<file path="src/rtl/adder_pkg.sv">
// Shared state encoding and default width for the bit-serial adder.
// SERIAL_ADDER_SUB_EN (see serial_adder.sv) adds a subtract mode.
package adder_pkg;

   typedef enum logic [1:0] {
      S_IDLE = 2'd0,
      S_RUN  = 2'd1,
      S_DONE = 2'd2
   } state_e;

   localparam int DEFAULT_WIDTH = 8;

endpackage

</file>
<file path="src/rtl/serial_adder_full_adder.sv">
// One-bit full-adder slice built from two half-adder cells.
// The serial adder clocks this slice once per operand bit.
module half_adder (
   input  logic a_i,
   input  logic b_i,
   output logic sum_o,
   output logic cout_o
);
   assign sum_o  = a_i ^ b_i;
   assign cout_o = a_i & b_i;
endmodule

module full_adder (
   input  logic a_i,
   input  logic b_i,
   input  logic cin_i,
   output logic sum_o,
   output logic cout_o
);
   logic s0, c0, c1;

   half_adder u_ha0 (.a_i(a_i), .b_i(b_i),   .sum_o(s0),    .cout_o(c0));
   half_adder u_ha1 (.a_i(s0),  .b_i(cin_i), .sum_o(sum_o), .cout_o(c1));

   assign cout_o = c0 | c1;
endmodule

</file>
<file path="src/rtl/serial_adder.sv">
// Bit-serial LSB-first adder: one full-adder slice plus a carry flop, one bit per clock.
// Define SERIAL_ADDER_SUB_EN to add a 'sub' input selecting a - b.
module serial_adder
   import adder_pkg::*;
#(
   parameter int WIDTH = DEFAULT_WIDTH
) (
   input  logic             clk,
   input  logic             rst,
   input  logic             in_valid,
   output logic             in_ready,
   input  logic [WIDTH-1:0] a,
   input  logic [WIDTH-1:0] b,
   input  logic             cin,
`ifdef SERIAL_ADDER_SUB_EN
   input  logic             sub,
`endif
   output logic             out_valid,
   input  logic             out_ready,
   output logic [WIDTH-1:0] sum,
   output logic             cout,
   output logic [1:0]       state_o
);
   // Handshake: a transfer happens on a rising edge where valid and ready are both 1;
   // ready never depends on valid, and sum/cout are meaningful only while out_valid=1.

   localparam int CW = (WIDTH > 1) ? $clog2(WIDTH) : 1;

   state_e           state_q, state_d;
   logic [WIDTH-1:0] a_sh_q, a_sh_d;
   logic [WIDTH-1:0] b_sh_q, b_sh_d;
   logic [WIDTH-1:0] sum_sh_q, sum_sh_d;
   logic             carry_q, carry_d;
   logic [CW-1:0]    cnt_q, cnt_d;
   logic [WIDTH-1:0] b_load;
   logic             carry_load;
   logic             fa_s, fa_c;

`ifdef SERIAL_ADDER_SUB_EN
   // Two's-complement subtract: a + ~b + 1; final carry=1 means no borrow.
   assign b_load     = sub ? ~b : b;
   assign carry_load = sub ? 1'b1 : cin;
`else
   assign b_load     = b;
   assign carry_load = cin;
`endif

   full_adder u_fa (
      .a_i   (a_sh_q[0]),
      .b_i   (b_sh_q[0]),
      .cin_i (carry_q),
      .sum_o (fa_s),
      .cout_o(fa_c)
   );

   always_comb begin
      state_d  = state_q;
      a_sh_d   = a_sh_q;
      b_sh_d   = b_sh_q;
      sum_sh_d = sum_sh_q;
      carry_d  = carry_q;
      cnt_d    = cnt_q;
      case (state_q)
         S_IDLE: begin
            if (in_valid) begin
               a_sh_d   = a;
               b_sh_d   = b_load;
               carry_d  = carry_load;
               sum_sh_d = '0;
               cnt_d    = '0;
               state_d  = S_RUN;
            end
         end
         S_RUN: begin
            sum_sh_d = {fa_s, sum_sh_q[WIDTH-1:1]};
            a_sh_d   = {1'b0, a_sh_q[WIDTH-1:1]};
            b_sh_d   = {1'b0, b_sh_q[WIDTH-1:1]};
            carry_d  = fa_c;
            cnt_d    = cnt_q + 1'b1;
            if (cnt_q == CW'(WIDTH - 1)) state_d = S_DONE;
         end
         S_DONE: begin
            if (out_ready) state_d = S_IDLE;
         end
         default: state_d = S_IDLE;
      endcase
   end

   always_ff @(posedge clk) begin
      if (rst) begin
         state_q  <= S_IDLE;
         a_sh_q   <= '0;
         b_sh_q   <= '0;
         sum_sh_q <= '0;
         carry_q  <= 1'b0;
         cnt_q    <= '0;
      end else begin
         state_q  <= state_d;
         a_sh_q   <= a_sh_d;
         b_sh_q   <= b_sh_d;
         sum_sh_q <= sum_sh_d;
         carry_q  <= carry_d;
         cnt_q    <= cnt_d;
      end
   end

   assign in_ready  = (state_q == S_IDLE);
   assign out_valid = (state_q == S_DONE);
   assign sum       = sum_sh_q;
   assign cout      = carry_q;
   assign state_o   = state_q;

endmodule
</file>
<file path="config.mk">
export PLATFORM = sky130hd
export DESIGN_NAME = serial_adder
export DESIGN_NICKNAME = d
export VERILOG_FILES = /design/src/rtl/adder_pkg.sv /design/src/rtl/serial_adder_full_adder.sv /design/src/rtl/serial_adder.sv
export SDC_FILE = /design/constraint.sdc
export NUM_CORES = 1
export LEC_CHECK = 0
export ABC_CLOCK_PERIOD_IN_PS = 2050
export CORE_MARGIN = 2
export CORE_UTILIZATION = 51
export DETAILED_ROUTE_END_ITERATION = 8
export PLACE_DENSITY_LB_ADDON = 0.12
export SLEW_MARGIN = 20
export SYNTH_ARGS = -nofsm -noshare
export SYNTH_HDL_FRONTEND = slang
export SYNTH_SLANG_ARGS = --single-unit
</file>
<file path="constraint.sdc">
create_clock -name clk -period 2.05 [get_ports clk]
set_clock_uncertainty 0.15 [all_clocks]
set_input_delay 0.41 -clock clk [delete_from_list [all_inputs] [get_ports clk]]
set_output_delay 0.41 -clock clk [all_outputs]
set_load 0.05 [all_outputs]
</file>
== Yosys cells after proc, flatten, opt, wreduce, memory -nomap -nowiden ==
Cells that the tools add are included.
Operators by class
  bitwise operators: 5
  eq/ne operators: 6
  div/mod/pow operators: 0
  reduce and logical (&&, ||, !) cells: 4
  shift-type cells: 0
  muxes and demuxes: 14
  $mul: 0
  $add $sub $neg: 1
  order comparisons: 0
Operator list (number)
  $pmux 8 s2: 3
  $mux 8: 3
  $mux 2: 3
  $pmux 2 s3: 1
  $pmux 3 s2: 1
  $ne 2x2->1 const B: 2
  $add 3x1->3 const B: 1
  $eq 3x3->1 const B: 1
  $mux 3: 1
  $reduce_and 3->1: 1
  $and 1x1->1: 2
  $eq 2x1->1 const B: 1
  $eq 2x2->1 const B: 1
  $logic_not 2->1: 1
  $ne 2x1->1 const B: 1
  $pmux 1 s2: 1
  $reduce_and 2->1: 1
  $reduce_bool 2->1: 1
  $xor 1x1->1: 2
  $mux 1: 1
  $or 1x1->1: 1
Storage, ports and cells
  memories: 0
  bits in writable memories: 0
  flip-flop bits (word level): 30
  output and inout port bits: 13
  logic and storage cells: 36
  bits in read-only memories: 0
  bits in latches: 0
  input bits: 21

== Logic depth before layout (Yosys ltp) ==
Gate-level depths: netlist of run 1.
  word-level depth: 4
  depth in mapped cells: 5
  depth with buffers taken out: 5

== Modules after synthesis ==
Synthesis of run 1 repeated with hierarchy kept, for this count alone.
Unflattened totals
  cell total of the unflattened synthesis: 149
  area, all modules: 1244.9 um^2
Modules (own cells, without submodules)
  serial_adder: instances 1, area each 1213.7 um^2, seq. area each 600.6 um^2, cells an instance 146
  half_adder: instances 2, area each 12.5 um^2, seq. area each 0.0 um^2, cells an instance 1
  full_adder: instances 1, area each 6.3 um^2, seq. area each 0.0 um^2, cells an instance 1

== Worst setup path after synthesis of run 1 ==
Ideal clock, no wire load.
  kind: register to output
  from: register state_q[1] (netlist: state_o[1])
  to: output port out_valid
  required time: 1.490 ns
  stages on the path, launching flop included: 2
  arrival time: 1.552 ns
  buffers on the path: 0
  setup slack: -0.062 ns
  cells stage by stage: dfxtp_1 > nor2b_1
Between the ends
  word-level cells in the longest chain between the ends: 1
RTL lines
  start: declaration: RTL line serial_adder.sv:29  | state_e state_q, state_d;
  start signal: assignment: RTL line serial_adder.sv:98  | state_q <= state_d;
  $eq 2x2->1: RTL line serial_adder.sv:108  | assign out_valid = (state_q == S_DONE);
  end: declaration: RTL line serial_adder.sv:18  | output logic out_valid,
No other way between the ends.

== Final worst setup path of run 1 ==
Ends and elaborated chain as after synthesis.

==> results of run 1 <==
## registers in the layout (all words and copies together), names as in the netlist
signal   cells
cnt_q        3
cout         1
sum          8
state_o      2
b_sh_q       8
a_sh_q       8
## how the worst max path moves through the flow
stage | endpoint | cells past startpoint
5_1_grt | out_valid | 2
6_report | out_valid | 2
4_1_cts | sum[0] | 1
3_3_place_gp | a_sh_q[3]$_SDFFE_PP0P_ | 4
3_5_place_dp | a_sh_q[4]$_SDFFE_PP0P_ | 4
2_1_floorplan | cout$_SDFFE_PP0P_ | 4
## final cells by class
type | instances | area share, %
Sequential cell | 30 | 36.0
Multi-Input combinational cell | 70 | 32.9
Timing Repair Buffer | 37 | 21.5
Inverter | 20 | 4.50
Clock buffer | 5 | 2.25
Tap cell | 30 | 2.25
Clock inverter | 2 | 0.600
## per-layer routing
layer / global-route usage [%] / routed length (microns) / vias to the layer above
met5: 0 / 0 / -
met4: 10.0 / 37 / 0
met3: 7.65 / 153 / 6
met2: 30.7 / 1090 / 23
met1: 21.1 / 1150 / 479
li1: - / - / 524
## worst register-to-register path, delay by kind of cell (launching register included)
kind / cells / cell delay, ns
and+or+nand+nor: 2 / 0.56
DFF: 1 / 0.49
AOI/OAI and AO/OA: 1 / 0.31
## cell usage after synthesis (2+ instances only)
cell type	count	area share, %
sky130_fd_sc_hd__a21oi_1	7	2.7
sky130_fd_sc_hd__a21oi_2	8	5.4
sky130_fd_sc_hd__a22oi_1	11	6.4
sky130_fd_sc_hd__a32oi_1	2	1.3
sky130_fd_sc_hd__buf_2	2	0.77
sky130_fd_sc_hd__buf_6	3	2.6
sky130_fd_sc_hd__dfxtp_1	30	46
sky130_fd_sc_hd__ha_1	2	1.9
sky130_fd_sc_hd__inv_1	20	5.8
sky130_fd_sc_hd__mux2i_1	2	1.5
sky130_fd_sc_hd__nor2_1	15	4.3
sky130_fd_sc_hd__nor2_2	2	0.96
sky130_fd_sc_hd__o221a_1	10	8.7
sky130_fd_sc_hd__o221a_2	5	4.3
## power by group through the flow
stage / clock network (W) / logic (W) / registers (W)
2_1_floorplan: 0 / 0.000126 / 0.000665
3_3_place_gp: 0 / 0.000206 / 0.000651
3_5_place_dp: 0 / 0.000210 / 0.000651
4_1_cts: 0.000323 / 0.000210 / 0.000639
5_1_grt: 0.000338 / 0.000227 / 0.000644
6_report: 0.000311 / 0.000208 / 0.000638
## kinds of logic after synthesis
kind of cell / Yosys count / share of synthesized area [%]
compound gates: 44 / 29.6
fa+ha+maj: 3 / 3.46
buf+inv: 29 / 11.8
flops: 30 / 46.2
mux: 2 / 1.54
simple gates: 21 / 7.31
## per-stage QoR
stage / utilization (%) / setup WS, ns / std cells / total power (W) / area (sq um)
3_3_place_gp: 66.0 / 0.0966 / 187 / 0.000857 / 1620
6_report: 67.9 / 0.259 / 194 / 0.00116 / 1670
3_5_place_dp: 66.0 / 0.0605 / 187 / 0.000861 / 1620
5_1_grt: 67.9 / 0.170 / 194 / 0.00121 / 1670
2_1_floorplan: - / 0.0954 / 129 / 0.000791 / 1300
4_1_cts: 67.8 / 0.0170 / 194 / 0.00117 / 1670
==> metrics.txt, run 1 <==
endpoint of the worst register-to-register path a_sh_q[4]$_SDFFE_PP0P_; Routed Antenna Nets 0; Synth Flop Type sky130_fd_sc_hd__dfxtp_1; deepest level of the CTS H-tree 2; n_diodes 0; r2r worst-path depth 3; cell-by-cell trace of the critical path nor2b_2 > buf_12; area overhead of the layout relative to synthesis 28.3%; global-route wire length before repair 3920 microns; portion of total power attributed to sequential cells 55.2%; vias post-DR 1032; CP max-delay cell sky130_fd_sc_hd__dfxtp_1; number of buffers inserted by port buffering 33; # hold bufs at CTS 0; Die Area 2970 sq um; largest fanout of any net on the critical path 7; worst hold-check slack 0.351 ns; detail-routed net length per standard cell 12.5 microns; Pwr Density 694 nW/um^2; count of TritonRoute iterations in the first routing pass 4; clk root buf sky130_fd_sc_hd__clkbuf_4; reg-to-reg slack, setup 0.49 ns; TritonCTS Sinks 30; crit path from state_o[1]$_SDFFE_PP0P_; die outline height 54.5 microns; count of cell types in the netlist 24; CTS tree done; arrival time worst endpoint 1.23 ns; stage delay of the slowest cell on the critical path 0.48 ns; cell internal pwr 0.000841 W; final critical-path share of the clock period 87.3%; WP buf/inv 1; Yosys warning total 0; detailed placer's ending HPWL 1680 microns; total setup buffers inserted after CTS 0; commonest cells after routing, fill and taps aside sky130_fd_sc_hd__dfxtp_1, sky130_fd_sc_hd__inv_1, sky130_fd_sc_hd__clkdlybuf4s50_1; worst hold-check path type reg -> reg; worst skew pair latency 0.32 ns; gr usage total 18.9%; Worst Setup Start Kind flip-flop; post-route minimum period 1.79 ns; Mapped Avg Cell Area 10.1 sq um; end point of the worst hold path a_sh_q[7]$_SDFFE_PP0P_; final setup violation count 0; Hold Crit Depth 2; kind of capture point of the worst setup path primary output; launching point of the worst reg2reg path state_o[0]$_SDFFE_PP0P_; number of gates resized after CTS 1; tightest slew margin relative to the limit 61.5%; area occupied by multi-input gates 548 sq um; sequential fraction of the synthesis area 46.2%; Net Count, Synth 153; buffer depth of the longest clock path 2; initial antenna violation count 0; clock buffers created by TritonCTS 5; clock group share of total power 26.9%; LEAKAGE 0.688 nW; IR drop worst, VDD 0.000602 V; kind of cell adding the most delay to the critical path flip-flops; kind of critical path reg -> out; result of the run completed; Post-synth EDFFs 0; GPL Wtd Cong 0.762; CP Data Required Time 1.49 ns; Comb power frac 17.9%; async set-reset flop share out of synthesis 0%; Routed Wire Length 2430 microns; effective utilization at floorplan 53.0%; RSZ-0062 raised after global routing no; achievable clock frequency 0.558 GHz; most common cell after layout, fill and taps aside sky130_fd_sc_hd__dfxtp_1; final slew viol count 0; x dimension of the die 54.5 microns; number of filler instances in the final layout 211; num rows 18; Final #Nets 188; total of flip-flops plus latches after synthesis 30; Sw Share 27.3%; number of hold violations in the final report 0; via/cell ratio 5.32; cells after synthesis 129; vias in the first global route 969; reported max-cap violation count 0; post-detailed-route DRC marker count 0; start point of the worst hold path a_sh_q[7]$_SDFFE_PP0P_; post-synthesis instance area 1300 sq um; Post-Route Setup TNS 0 ns; largest net degree at the start of global routing 31; Sequential cell area 601 sq um; aggregate global routing overflow 0; net switching power 0.000316 W; layout cells sized above 1 25.0%; worst slew pin tran 0.576 ns; I/O pin total 34; clock transition time at the flip-flop clock pins of the worst setup and hold paths 0.09 ns; Core ar. 2450 sq um; initial DRC count 14
Power figures use the tool's default switching activity.
==> inputs of run 2 (changes only) <==
- CAP_MARGIN: default -> 20
==> results of run 2 <==
Same layout as run 1: the final DEF is identical, and so are final timing and power.
==> inputs of run 3 (changes only) <==
- SLEW_MARGIN: 20 -> default
==> results of run 3 <==
Same layout as run 1: the final DEF is identical, and so are final timing and power.
